[config.mk]
export PLATFORM = sky130hd
export DESIGN_NAME = memoria_turn_ctrl
export DESIGN_NICKNAME = d
export VERILOG_FILES = /design/src/rtl/memoria_pkg.sv /design/src/rtl/memoria_next_avail.sv /design/src/rtl/memoria_turn_ctrl.sv
export SDC_FILE = /design/constraint.sdc
export NUM_CORES = 1
export LEC_CHECK = 0
export BUFFER_PORTS_ARGS = -buffer_cell sky130_fd_sc_hd__buf_2
export CORE_UTILIZATION = 35
export CTS_BUF_LIST = sky130_fd_sc_hd__clkbuf_16
export CTS_CLUSTER_SIZE = 24
export DETAILED_ROUTE_END_ITERATION = 8
export PLACE_DENSITY = 0.59
export SETUP_SLACK_MARGIN = 0.5
export SLEW_MARGIN = 30
export SYNTH_ARGS = -nofsm -noshare
export SYNTH_HDL_FRONTEND = slang
export SYNTH_SLANG_ARGS = --single-unit
[constraint.sdc]
create_clock -name i_clk -period 4 [get_ports i_clk]
set_clock_uncertainty 0.2 [all_clocks]
set_input_delay 1.2 -clock i_clk [delete_from_list [all_inputs] [get_ports i_clk]]
set_output_delay 1.2 -clock i_clk [all_outputs]
set_load 0.05 [all_outputs]
[src/rtl/memoria_pkg.sv]
// Shared definitions for the memory-game turn controller: cell state
// encodings, the turn FSM states and the availability helper.
package memoria_pkg;

  localparam logic [3:0] HIDDEN    = 4'h0;
  localparam logic [3:0] CURSOR    = 4'hF;
  localparam logic [3:0] MATCH_P0  = 4'h9;
  localparam logic [3:0] MATCH_P1  = 4'hA;
  localparam logic [3:0] LABEL_MIN = 4'h1;
  localparam logic [3:0] LABEL_MAX = 4'h8;

  typedef enum logic [2:0] {
    PICK1,
    WAIT1,
    PICK2,
    WAIT2,
    JUDGE,
    SHOW,
    HIDE,
    DONE
  } ctrl_state_t;

  // A card can be picked or visited by the cursor only while it is face down
  function automatic logic is_available(input logic [3:0] state);
    return (state == HIDDEN) || (state == CURSOR);
  endfunction

endpackage

[src/rtl/memoria_next_avail.sv]
// Combinational search for the next available cell after a given index,
// wrapping from the last cell back to cell 0. The starting cell itself is
// never returned; o_found is low when no other cell is available.
module memoria_next_avail
  import memoria_pkg::*;
#(
  parameter int NUM_CELLS = 16,
  parameter int IDXW      = $clog2(NUM_CELLS)
) (
  input  logic [IDXW-1:0]      i_idx,
  input  logic [NUM_CELLS-1:0] i_avail,
  output logic [IDXW-1:0]      o_next,
  output logic                 o_found
);

  function automatic logic [IDXW-1:0] wrapAdd(input logic [IDXW-1:0] idx, input int off);
    int sum;
    sum = int'(idx) + off;
    if (sum >= NUM_CELLS) sum = sum - NUM_CELLS;
    return IDXW'(sum);
  endfunction

  // Scan from the farthest offset to the nearest so the nearest available cell wins
  always_comb begin
    o_next  = i_idx;
    o_found = 1'b0;
    for (int k = NUM_CELLS - 1; k >= 1; k--) begin
      if (i_avail[wrapAdd(i_idx, k)]) begin
        o_next  = wrapAdd(i_idx, k);
        o_found = 1'b1;
      end
    end
  end

endmodule

[src/rtl/memoria_turn_ctrl.sv]
// Turn controller for the memory (pairs) game: moves the cursor over the
// card cells, reveals two picks per turn, judges them, and either claims
// the pair for the current player or hides it again and passes the turn.
module memoria_turn_ctrl
  import memoria_pkg::*;
#(
  parameter int NUM_CELLS   = 16,
  parameter int SHOW_CYCLES = 50_000_000,
  parameter int IDXW        = $clog2(NUM_CELLS)
) (
  input  logic                   i_clk,
  input  logic                   i_rst,
  input  logic                   i_btn_next,
  input  logic                   i_btn_select,
  input  logic [4*NUM_CELLS-1:0] i_cell_state,
  output logic [NUM_CELLS-1:0]   o_cursor,
  output logic [NUM_CELLS-1:0]   o_select,
  output logic [NUM_CELLS-1:0]   o_par,
  output logic [NUM_CELLS-1:0]   o_claim,
  output logic                   o_claim_player,
  output logic                   o_player,
  output logic [3:0]             o_score0,
  output logic [3:0]             o_score1,
  output logic                   o_game_over
);

  localparam int TIMERW = $clog2(SHOW_CYCLES + 1);
  localparam int PAIRS  = NUM_CELLS / 2;

  ctrl_state_t r_state, w_stateNext;

  logic [IDXW-1:0]      r_cursorIdx, w_cursorNext;
  logic [IDXW-1:0]      r_firstIdx, w_firstNext;
  logic [IDXW-1:0]      r_secondIdx, w_secondNext;
  logic [3:0]           r_label1, w_label1Next;
  logic [TIMERW-1:0]    r_timer, w_timerNext;
  logic [NUM_CELLS-1:0] r_select, w_selectNext;
  logic [NUM_CELLS-1:0] r_par, w_parNext;
  logic [NUM_CELLS-1:0] r_claim, w_claimNext;
  logic                 r_claimPlayer, w_claimPlayerNext;
  logic                 r_player, w_playerNext;
  logic [3:0]           r_score0, w_score0Next;
  logic [3:0]           r_score1, w_score1Next;
  logic [4:0]           w_total;

  logic [3:0]           w_cells [NUM_CELLS];
  logic [NUM_CELLS-1:0] w_avail;
  logic [IDXW-1:0]      w_nextIdx;
  logic                 w_found;

  function automatic logic [NUM_CELLS-1:0] oneHot(input logic [IDXW-1:0] idx);
    logic [NUM_CELLS-1:0] v;
    v      = '0;
    v[idx] = 1'b1;
    return v;
  endfunction

  function automatic logic [3:0] satInc(input logic [3:0] s);
    return (s == 4'hF) ? 4'hF : s + 4'd1;
  endfunction

  // Unpack the cell state bus and derive which cells can still be visited
  always_comb begin
    for (int i = 0; i < NUM_CELLS; i++) begin
      w_cells[i] = i_cell_state[4*i +: 4];
      w_avail[i] = is_available(w_cells[i]);
    end
  end

  // One search unit serves both the button-driven move and the auto-advance
  memoria_next_avail #(
    .NUM_CELLS(NUM_CELLS),
    .IDXW     (IDXW)
  ) u_nextAvail (
    .i_idx  (r_cursorIdx),
    .i_avail(w_avail),
    .o_next (w_nextIdx),
    .o_found(w_found)
  );

  // Next-state and next-register logic; labels are read only after the
  // revealed cell has had a full cycle to register its new state
  always_comb begin
    w_stateNext       = r_state;
    w_cursorNext      = r_cursorIdx;
    w_firstNext       = r_firstIdx;
    w_secondNext      = r_secondIdx;
    w_label1Next      = r_label1;
    w_timerNext       = r_timer;
    w_selectNext      = '0;
    w_parNext         = '0;
    w_claimNext       = '0;
    w_claimPlayerNext = r_claimPlayer;
    w_playerNext      = r_player;
    w_score0Next      = r_score0;
    w_score1Next      = r_score1;
    w_total           = '0;

    case (r_state)
      PICK1: begin
        if (i_btn_select) begin
          if (w_avail[r_cursorIdx]) begin
            w_selectNext = oneHot(r_cursorIdx);
            w_firstNext  = r_cursorIdx;
            w_stateNext  = WAIT1;
          end
        end else if (i_btn_next && w_found) begin
          w_cursorNext = w_nextIdx;
        end
      end
      WAIT1: begin
        if (w_found) w_cursorNext = w_nextIdx;
        w_stateNext = PICK2;
      end
      PICK2: begin
        if (i_btn_select) begin
          if (w_avail[r_cursorIdx] && (r_cursorIdx != r_firstIdx)) begin
            w_selectNext = oneHot(r_cursorIdx);
            w_secondNext = r_cursorIdx;
            w_stateNext  = WAIT2;
          end
        end else if (i_btn_next && w_found) begin
          w_cursorNext = w_nextIdx;
        end
      end
      WAIT2: begin
        w_label1Next = w_cells[r_firstIdx];
        w_stateNext  = JUDGE;
      end
      JUDGE: begin
        if (r_label1 == w_cells[r_secondIdx]) begin
          w_claimNext       = oneHot(r_firstIdx) | oneHot(r_secondIdx);
          w_claimPlayerNext = r_player;
          if (r_player) w_score1Next = satInc(r_score1);
          else          w_score0Next = satInc(r_score0);
          w_total = {1'b0, w_score0Next} + {1'b0, w_score1Next};
          if (w_total == 5'(PAIRS)) begin
            w_stateNext = DONE;
          end else begin
            w_stateNext = PICK1;
            if (w_found) w_cursorNext = w_nextIdx;
          end
        end else begin
          w_stateNext = SHOW;
          w_timerNext = TIMERW'(SHOW_CYCLES - 1);
        end
      end
      SHOW: begin
        if (r_timer == '0) begin
          w_parNext   = oneHot(r_firstIdx) | oneHot(r_secondIdx);
          w_stateNext = HIDE;
        end else begin
          w_timerNext = r_timer - 1'b1;
        end
      end
      HIDE: begin
        w_playerNext = ~r_player;
        w_stateNext  = PICK1;
      end
      DONE: begin
        w_stateNext = DONE;
      end
      default: w_stateNext = PICK1;
    endcase
  end

  // FSM state register; reset aborts any turn in progress
  always_ff @(posedge i_clk) begin
    if (i_rst) r_state <= PICK1;
    else       r_state <= w_stateNext;
  end

  // Datapath registers: cursor, picks, timer, strobes, scores and player
  always_ff @(posedge i_clk) begin
    if (i_rst) begin
      r_cursorIdx   <= '0;
      r_firstIdx    <= '0;
      r_secondIdx   <= '0;
      r_label1      <= HIDDEN;
      r_timer       <= '0;
      r_select      <= '0;
      r_par         <= '0;
      r_claim       <= '0;
      r_claimPlayer <= 1'b0;
      r_player      <= 1'b0;
      r_score0      <= '0;
      r_score1      <= '0;
    end else begin
      r_cursorIdx   <= w_cursorNext;
      r_firstIdx    <= w_firstNext;
      r_secondIdx   <= w_secondNext;
      r_label1      <= w_label1Next;
      r_timer       <= w_timerNext;
      r_select      <= w_selectNext;
      r_par         <= w_parNext;
      r_claim       <= w_claimNext;
      r_claimPlayer <= w_claimPlayerNext;
      r_player      <= w_playerNext;
      r_score0      <= w_score0Next;
      r_score1      <= w_score1Next;
    end
  end

  assign o_cursor       = oneHot(r_cursorIdx);
  assign o_select       = r_select;
  assign o_par          = r_par;
  assign o_claim        = r_claim;
  assign o_claim_player = r_claimPlayer;
  assign o_player       = r_player;
  assign o_score0       = r_score0;
  assign o_score1       = r_score1;
  assign o_game_over    = (r_state == DONE);

endmodule

After elaboration in Yosys (flattened, before gate mapping)
Cells that the tools add are included.
{"block": "totals", "ff_bits": 103, "inputBits": 68, "output_inout_bits": 75, "wordCells": 301}
{"block": "op_classes", "n_addsub": 34, "magnitude_cmp": 38, "n_eq_ne": 39, "muxes": 119, "bitwise_logic": 8, "reduce_logical": 50}
{"op": "2-to-1 mux 4 bit", "count": 47}
{"op": "< comparator 4 x 5 -> 1 bit (second input constant)", "count": 18}
{"op": ">= comparator 5 bit (second input constant)", "count": 17}
{"op": "equality test 4 bit (second input constant)", "count": 18}
{"op": "binary-select mux 1 bit (select 4 bit)", "count": 16}
{"op": "logical NOT 4 bit", "count": 16}
{"op": "2-to-1 mux 16 bit", "count": 4}
{"op": "subtractor 4 x 1 -> 4 bit (second input constant)", "count": 15}
{"op": "2-to-1 mux 26 bit", "count": 2}
{"op": "one-hot mux 26 bit (2 select lines)", "count": 1}
{"op": "adder 4 x 4 -> 5 bit (second input constant)", "count": 8}
{"op": "2-to-1 mux 1 bit", "count": 34}
{"op": "binary-select mux 4 bit (select 4 bit)", "count": 2}
{"op": "one-hot mux 16 bit (2 select lines)", "count": 1}
{"op": "logical NOT 26 bit", "count": 1}
{"op": "subtractor 26 x 1 -> 26 bit (second input constant)", "count": 1}
{"op": "one-hot mux 3 bit (8 select lines)", "count": 1}
{"op": "2-to-1 mux 3 bit", "count": 7}
{"op": "adder 4 x 3 -> 5 bit (second input constant)", "count": 4}
{"op": "inequality test 2 bit (second input constant)", "count": 10}
{"op": "logical OR 1 bit", "count": 16}
{"op": "bitwise OR 16 bit", "count": 1}
{"op": "demux 1 bit (select 4 bit)", "count": 3}
{"op": "equality test 3 bit (second input constant)", "count": 4}
{"op": "other kinds (23)", "count": 41}

Longest topological paths before layout
{"block": "logic_depth", "word_depth": 24, "mapped_depth": 15, "ltp_nobuf": 14}

Cells and area by module
A second synthesis with hierarchy kept.
{"block": "unflattened", "cells_unflattened": 849, "hier_area_um2": 7803.7}
{"mod": "memoria_turn_ctrl", "n_inst": 1, "cells_per_inst": 635, "area_per_inst_um2": 5863.1, "seq_area_each_um2": 2062.0}
{"mod": "memoria_next_avail", "n_inst": 1, "cells_per_inst": 214, "area_per_inst_um2": 1940.6, "seq_area_each_um2": 0.0}

Worst setup path after synthesis
No wires, ideal clock.
{"block": "synth_path", "path_type": "input to register", "start": "input port i_cell_state[52]", "end": "register r_cursorIdx[1]", "setup_ns": 0.072, "t_arrival_ns": 3.983, "required_ns": 3.728, "setup_slack_ns": -0.255, "cell_stages": 10, "path_buffers": 0, "cell_sequence": "or4_4 > and2_4 > mux4_2 > mux4_2 > nor4b_4 > nand2b_1 > a31o_1 > a31o_1 > a41oi_2 > mux2i_1"}
{"block": "synth_between", "elab_chain_cells": 23, "word_cells_on_any_way": 77, "classes_between": "eq/ne: 4; mux: 69; reduce/logical: 4"}
{"item": "from (decl)", "line": "memoria_turn_ctrl.sv:15", "text": "input logic [4*NUM_CELLS-1:0] i_cell_state,"}
{"item": "equality test 4 bit or logical NOT 4 bit (tied branches)", "line": "memoria_pkg.sv:25", "text": "return (state == HIDDEN) || (state == CURSOR);"}
{"item": "logical OR 1 bit", "line": "memoria_pkg.sv:25"}
{"item": "binary-select mux 1 bit (select 4 bit)", "line": "memoria_next_avail.sv:28", "text": "if (i_avail[wrapAdd(i_idx, k)]) begin"}
{"item": "2-to-1 mux 1 bit (not written as such)", "line": "memoria_next_avail.sv:28"}
{"item": "2-to-1 mux 4 bit or 2-to-1 mux 1 bit (tied branches) (15 in series)", "line": "memoria_next_avail.sv:28"}
{"item": "2-to-1 mux 4 bit", "line": "memoria_turn_ctrl.sv:112, memoria_turn_ctrl.sv:141"}
{"item": "2-to-1 mux 4 bit", "line": "memoria_turn_ctrl.sv:137", "text": "if (w_total == 5'(PAIRS)) begin"}
{"item": "2-to-1 mux 4 bit", "line": "memoria_turn_ctrl.sv:131", "text": "if (r_label1 == w_cells[r_secondIdx]) begin"}
{"item": "one-hot mux 4 bit (3 select lines)", "line": "memoria_turn_ctrl.sv:99", "text": "case (r_state)"}
{"item": "to (signal assigned)", "line": "memoria_turn_ctrl.sv:189", "text": "r_cursorIdx <= w_cursorNext;"}
{"item": "to (decl)", "line": "memoria_turn_ctrl.sv:32", "text": "logic [IDXW-1:0] r_cursorIdx, w_cursorNext;"}
Parallel ways exist; a longest one is shown, timed or not. The select of a mux whose other input is x is not followed.
A chain may end at the register's enable or synchronous reset.

Final worst setup path
{"block": "layout_path", "start": "input port i_cell_state[60]", "end": "register r_cursorIdx[2]"}
Same word-level chain as after synthesis.

==> flow_summary.rst <==
.. list-table::
   :header-rows: 1

   * - Metric
     - Value
   * - Areal power density over the cells
     - 597.7 nW/um2
   * - Max Freq
     - 245.2 MHz
   * - Die extent in y
     - 152.2 um
   * - Total count of hold-check failures in the final report
     - 0
   * - Share of the clock period used by the worst path
     - 101.9%
   * - Core box area
     - 21960 um2
   * - Number of placed I/O pins
     - approximately 140
   * - Clock tree from TritonCTS
     - done
   * - Post-CTS Hold Fix Bufs
     - 0
   * - Hold path start
     - o_claim_player
   * - Post-Syn Area
     - 7891 um2
   * - Number of antenna violations at the first check in global routing
     - 0
   * - Share of final-layout standard cells stronger than drive strength 1
     - 41.40%
   * - Cell type group with the largest total delay on the critical path
     - simple AND/OR/NAND/NOR gates
   * - Proportion of power drawn by the clock network
     - 14.4%
   * - Internal cell power
     - 3660 uW
   * - Final Wtd Congestion
     - 0.9445
   * - Worst path max stage delay
     - 0.53 ns
   * - Number of buffers added on ports
     - between 100 and 150
   * - Remaining Overflow, GRT
     - 0
   * - Clock transition at the registers of the reported paths
     - 0.08 ns
   * - Most common library cell in the layout ignoring fill and taps
     - sky130_fd_sc_hd__buf_4
   * - Maximum number of pins on one net before global-route repair
     - 24
   * - Share of flip-flops with an asynchronous set or reset
     - 0%
   * - Via count of the first global-routing pass
     - 7959
   * - Distinct cell type count of the synthesized netlist
     - 82
   * - Max cap viols
     - 0
   * - Global-route wire length before repair
     - 42290 um
   * - Post-DR wirelength/cell
     - between 15 and 20 um
   * - Total iterations of the first detailed-routing run
     - 7
   * - Worst setup path category
     - in2reg
   * - Overall Power
     - 6612 uW
   * - Clock network latency to the later pin of the worst-skew pair
     - 0.35 ns
   * - Number of H-tree levels
     - 3
   * - Setup-failing EPs final
     - 2
   * - DRC
     - 11
   * - Avg Cell Area, Syn
     - around 8.7 um2
   * - Buf+Inv Stages, Crit Path
     - 1
   * - Critical Path Source Type
     - input port
   * - Critical path capture point type
     - flip-flop
   * - Area overhead of the layout relative to synthesis
     - 40.19%
   * - Endpoint required time on the critical path
     - 4.08 ns
   * - Worst reg-to-reg setup slack
     - 0.18 ns
   * - Overall Global Routing Usage
     - 22.72%
   * - Number of stages on the worst hold path
     - 2
   * - Cell type of the slowest stage on the worst timing path
     - sky130_fd_sc_hd__or4_4
   * - Actual slew at the worst max-slew pin
     - ~0.73 ns
   * - Maximum fanout encountered on the critical timing path
     - 4
   * - Beginning of the worst register-to-register path
     - r_cursorIdx[0]
   * - Ordered list of cells on the worst path
     - buf_2 > or4_4 > and2_4 > mux4_2 > mux4_2 > nor4b_4 > nand4_1 > a2111oi_2 > or4b_1 > o31ai_2
   * - Pins over their slew limit
     - 0
   * - Worst reg2reg path depth
     - 13
   * - Starting DRT DRC Count
     - 652
   * - Cell at the root of the clock tree
     - sky130_fd_sc_hd__clkbuf_16
   * - Worst reg2reg path endpoint
     - r_cursorIdx[3]
   * - Flop and latch count out of synthesis
     - 103
   * - Maximum buffer depth of the clock tree
     - 2
   * - Total area of multi-input combinational cells
     - 5981 um2
   * - Sequential group share of total power
     - about 16%
   * - Count of placed standard cells including taps
     - ~1500
   * - Full die area
     - 23150 um2
   * - RSZ-0062 raised after global routing
     - true
   * - Violations in the final reports
     - DRC, setup timing
   * - Relative slew margins
     - 51.22%
   * - Post-DP HPWL
     - 20710 um
   * - Vias after detailed routing
     - 8358
   * - Run status
     - complete, but fails checks
   * - Static Leak
     - 0.004722 uW
   * - Switching share of total power
     - 44.65%
   * - Power share of the combinational group
     - 69.3%
   * - Utilization of the core after routing
     - 50.38%
   * - Average vias per placed instance
     - 5.636
   * - Setup slack of the critical path after layout
     - -0.07796 ns
   * - Final standard cell count with taps included and fillers excluded
     - 1483
   * - Gate count after technology mapping
     - 911
   * - Path category of the worst min-delay check
     - reg2reg
   * - Die extent in x
     - 152.2 um
   * - Number of enable flip-flop cells after synthesis
     - 0
   * - Final worst path period need
     - just over 4 ns
   * - Switching power
     - 2952 uW
   * - Dominant cell type by count on the critical path
     - sky130_fd_sc_hd__mux4_2
   * - Dominant register cell in the synthesized netlist
     - sky130_fd_sc_hd__dfxtp_1
   * - Sequential area share after synthesis
     - 26.13%
   * - Sinks on Clock Net
     - ~100
   * - Total CTS buffers
     - 9
   * - Std cell rows
     - 54
   * - Post-synthesis net count
     - about 1000
   * - Synth warnings
     - 0
   * - Detailed-route wire length
     - roughly 27000 um
   * - Count of inserted antenna diode cells
     - 0
   * - Fill cell total of the finished layout
     - 2085
   * - Sequential cell area
     - 2063 um2
   * - Worst ir drop on vdd
     - 360.3 uV
   * - Starting density of the core
     - 35.94%
   * - Most used cells in the layout excluding fill and tap cells
     - 157 x sky130_fd_sc_hd__buf_4, 118 x sky130_fd_sc_hd__nor2_1, 118 x sky130_fd_sc_hd__buf_2
   * - Post-route antenna net violation count
     - 0
   * - Crit path DAT
     - 4.15 ns
   * - End point of the most critical hold path
     - o_claim_player
   * - Final net count
     - 1288
==> cell usage after synthesis (4+ instances only) <==
library cell | count | area (um2)
sky130_fd_sc_hd__or2_2 | 6 | 37.54
sky130_fd_sc_hd__and4_1 | 8 | 70.07
sky130_fd_sc_hd__nor3_1 | 9 | 45.04
sky130_fd_sc_hd__or4_1 | 10 | 75.07
sky130_fd_sc_hd__inv_1 | 8 | 30.03
sky130_fd_sc_hd__a31oi_1 | 9 | 56.30
sky130_fd_sc_hd__buf_1 | 5 | 18.77
sky130_fd_sc_hd__nand3_1 | 43 | 215.2
sky130_fd_sc_hd__ha_1 | 21 | 262.8
sky130_fd_sc_hd__nor4_1 | 4 | 25.02
sky130_fd_sc_hd__o21ai_0 | 13 | 65.06
sky130_fd_sc_hd__clkbuf_1 | 27 | 101.4
sky130_fd_sc_hd__and3_1 | 20 | 125.1
sky130_fd_sc_hd__xor2_1 | 26 | 227.7
sky130_fd_sc_hd__mux4_2 | 36 | 810.8
sky130_fd_sc_hd__and2_1 | 33 | 206.5
sky130_fd_sc_hd__nand4_1 | 28 | 175.2
sky130_fd_sc_hd__a22oi_1 | 19 | 142.6
sky130_fd_sc_hd__nor2b_1 | 21 | 131.4
sky130_fd_sc_hd__mux2i_1 | 37 | 370.4
sky130_fd_sc_hd__dfxtp_1 | 103 | 2062
sky130_fd_sc_hd__nand2b_1 | 13 | 81.33
sky130_fd_sc_hd__nor2_1 | 125 | 469.2
sky130_fd_sc_hd__a32oi_1 | 7 | 61.31
sky130_fd_sc_hd__a21oi_1 | 49 | 245.2
sky130_fd_sc_hd__buf_6 | 5 | 56.30
sky130_fd_sc_hd__mux2_2 | 12 | 135.1
sky130_fd_sc_hd__o21a_1 | 4 | 30.03
sky130_fd_sc_hd__nand3b_1 | 12 | 90.09
sky130_fd_sc_hd__o22ai_1 | 18 | 112.6
sky130_fd_sc_hd__xnor2_1 | 25 | 219.0
sky130_fd_sc_hd__a221oi_1 | 9 | 78.83
sky130_fd_sc_hd__or4_4 | 12 | 135.1
sky130_fd_sc_hd__buf_2 | 8 | 40.04
sky130_fd_sc_hd__nand2_1 | 55 | 206.5
sky130_fd_sc_hd__a211oi_1 | 4 | 30.03
==> worst reg2reg max path, stage by stage (launching register included) <==
cell	delay, ns
sky130_fd_sc_hd__dfxtp_1	0.34
sky130_fd_sc_hd__clkinv_1	0.09
sky130_fd_sc_hd__ha_2	0.51
sky130_fd_sc_hd__buf_4	0.21
sky130_fd_sc_hd__and2_1	0.23
sky130_fd_sc_hd__nand3_1	0.12
sky130_fd_sc_hd__nand4_1	0.26
sky130_fd_sc_hd__o22ai_2	0.18
sky130_fd_sc_hd__nor4_2	0.42
sky130_fd_sc_hd__nand3_2	0.21
sky130_fd_sc_hd__o41ai_4	0.45
sky130_fd_sc_hd__buf_4	0.20
sky130_fd_sc_hd__a21oi_1	0.05
sky130_fd_sc_hd__a221oi_2	0.25
==> metrics by stage <==
stage	area [um2]	worst slack (ns)	setup TNS [ns]	hold slack (ns)
after floorplan	7963	-0.1958	-0.4297	0.2707
after global placement	10070	-0.3940	-1.437	0.2658
after detailed placement	10080	-0.4666	-1.655	0.2870
after CTS	10620	-0.06416	-0.06720	0.3030
after global routing	11060	-0.1396	-0.3586	0.3467
final	11060	-0.07796	-0.09981	0.3003
==> flip-flops by register name, summed over array words and instances (netlist names) <==
signal	count
r_firstIdx	4
o_score1	4
o_claim	16
r_cursorIdx	4
o_score0	4
o_claim_player	1
r_state	3
o_player	1
r_label1	4
o_select	16
o_par	16
r_timer	26
r_secondIdx	4
==> per-layer routing <==
layer,track usage (%),wire length (um),vias to the layer above,share of wire (%)
met1,30.28,12240,3928,45
met3,3.328,1496,57,5.5
met5,0,0,-,0
li1,-,-,4004,-
met2,37.13,12430,369,46
met4,8.601,899,0,3.3
==> layout make-up <==
type	instances	area share, %
Clock buffer	9	2.036
Clock inverter	7	0.8482
Inverter	10	0.3393
Multi-Input combinational cell	753	54.06
Sequential cell	103	18.65
Tap cell	280	3.167
Timing Repair Buffer	321	20.90
==> power by group through the flow <==
stage	logic (uW)	registers (uW)	clock network, uW
2_1_floorplan	2670	1100	0
3_5_place_dp	4210	1100	0
3_3_place_gp	4200	1100	0
6_report	4580	1080	952
5_1_grt	4930	1080	1030
4_1_cts	4340	1080	974
==> worst max-delay path by stage <==
stage                          start              to  slack [ns]  depth (start not counted)
floorplan           i_cell_state[52]  r_cursorIdx[2]       -0.20                          9
global placement    i_cell_state[12]  r_cursorIdx[1]       -0.39                         11
detailed placement  i_cell_state[37]  r_cursorIdx[3]       -0.47                         13
CTS                  i_cell_state[4]  r_cursorIdx[2]       -0.06                         10
global route         i_cell_state[2]  r_cursorIdx[2]       -0.14                         10
finish              i_cell_state[60]  r_cursorIdx[2]       -0.08                         10
==> cells by family after synthesis <==
kind of cell,Yosys count,synth area share [%]
compound gates,169,14.79
xor+xnor,51,5.660
fa+ha+maj,22,3.583
buf+inv,56,3.393
flops,103,26.13
mux,87,17.35
simple gates,423,29.10
==> repair_timing <==
action                     4_1_cts  5_1_grt
pin swaps                        9       25
setup buffers                    3        6
resized for setup               42       95
gates cloned                     0        2
setup endpoints to repair       54       71
Power figures use the tool's default switching activity.
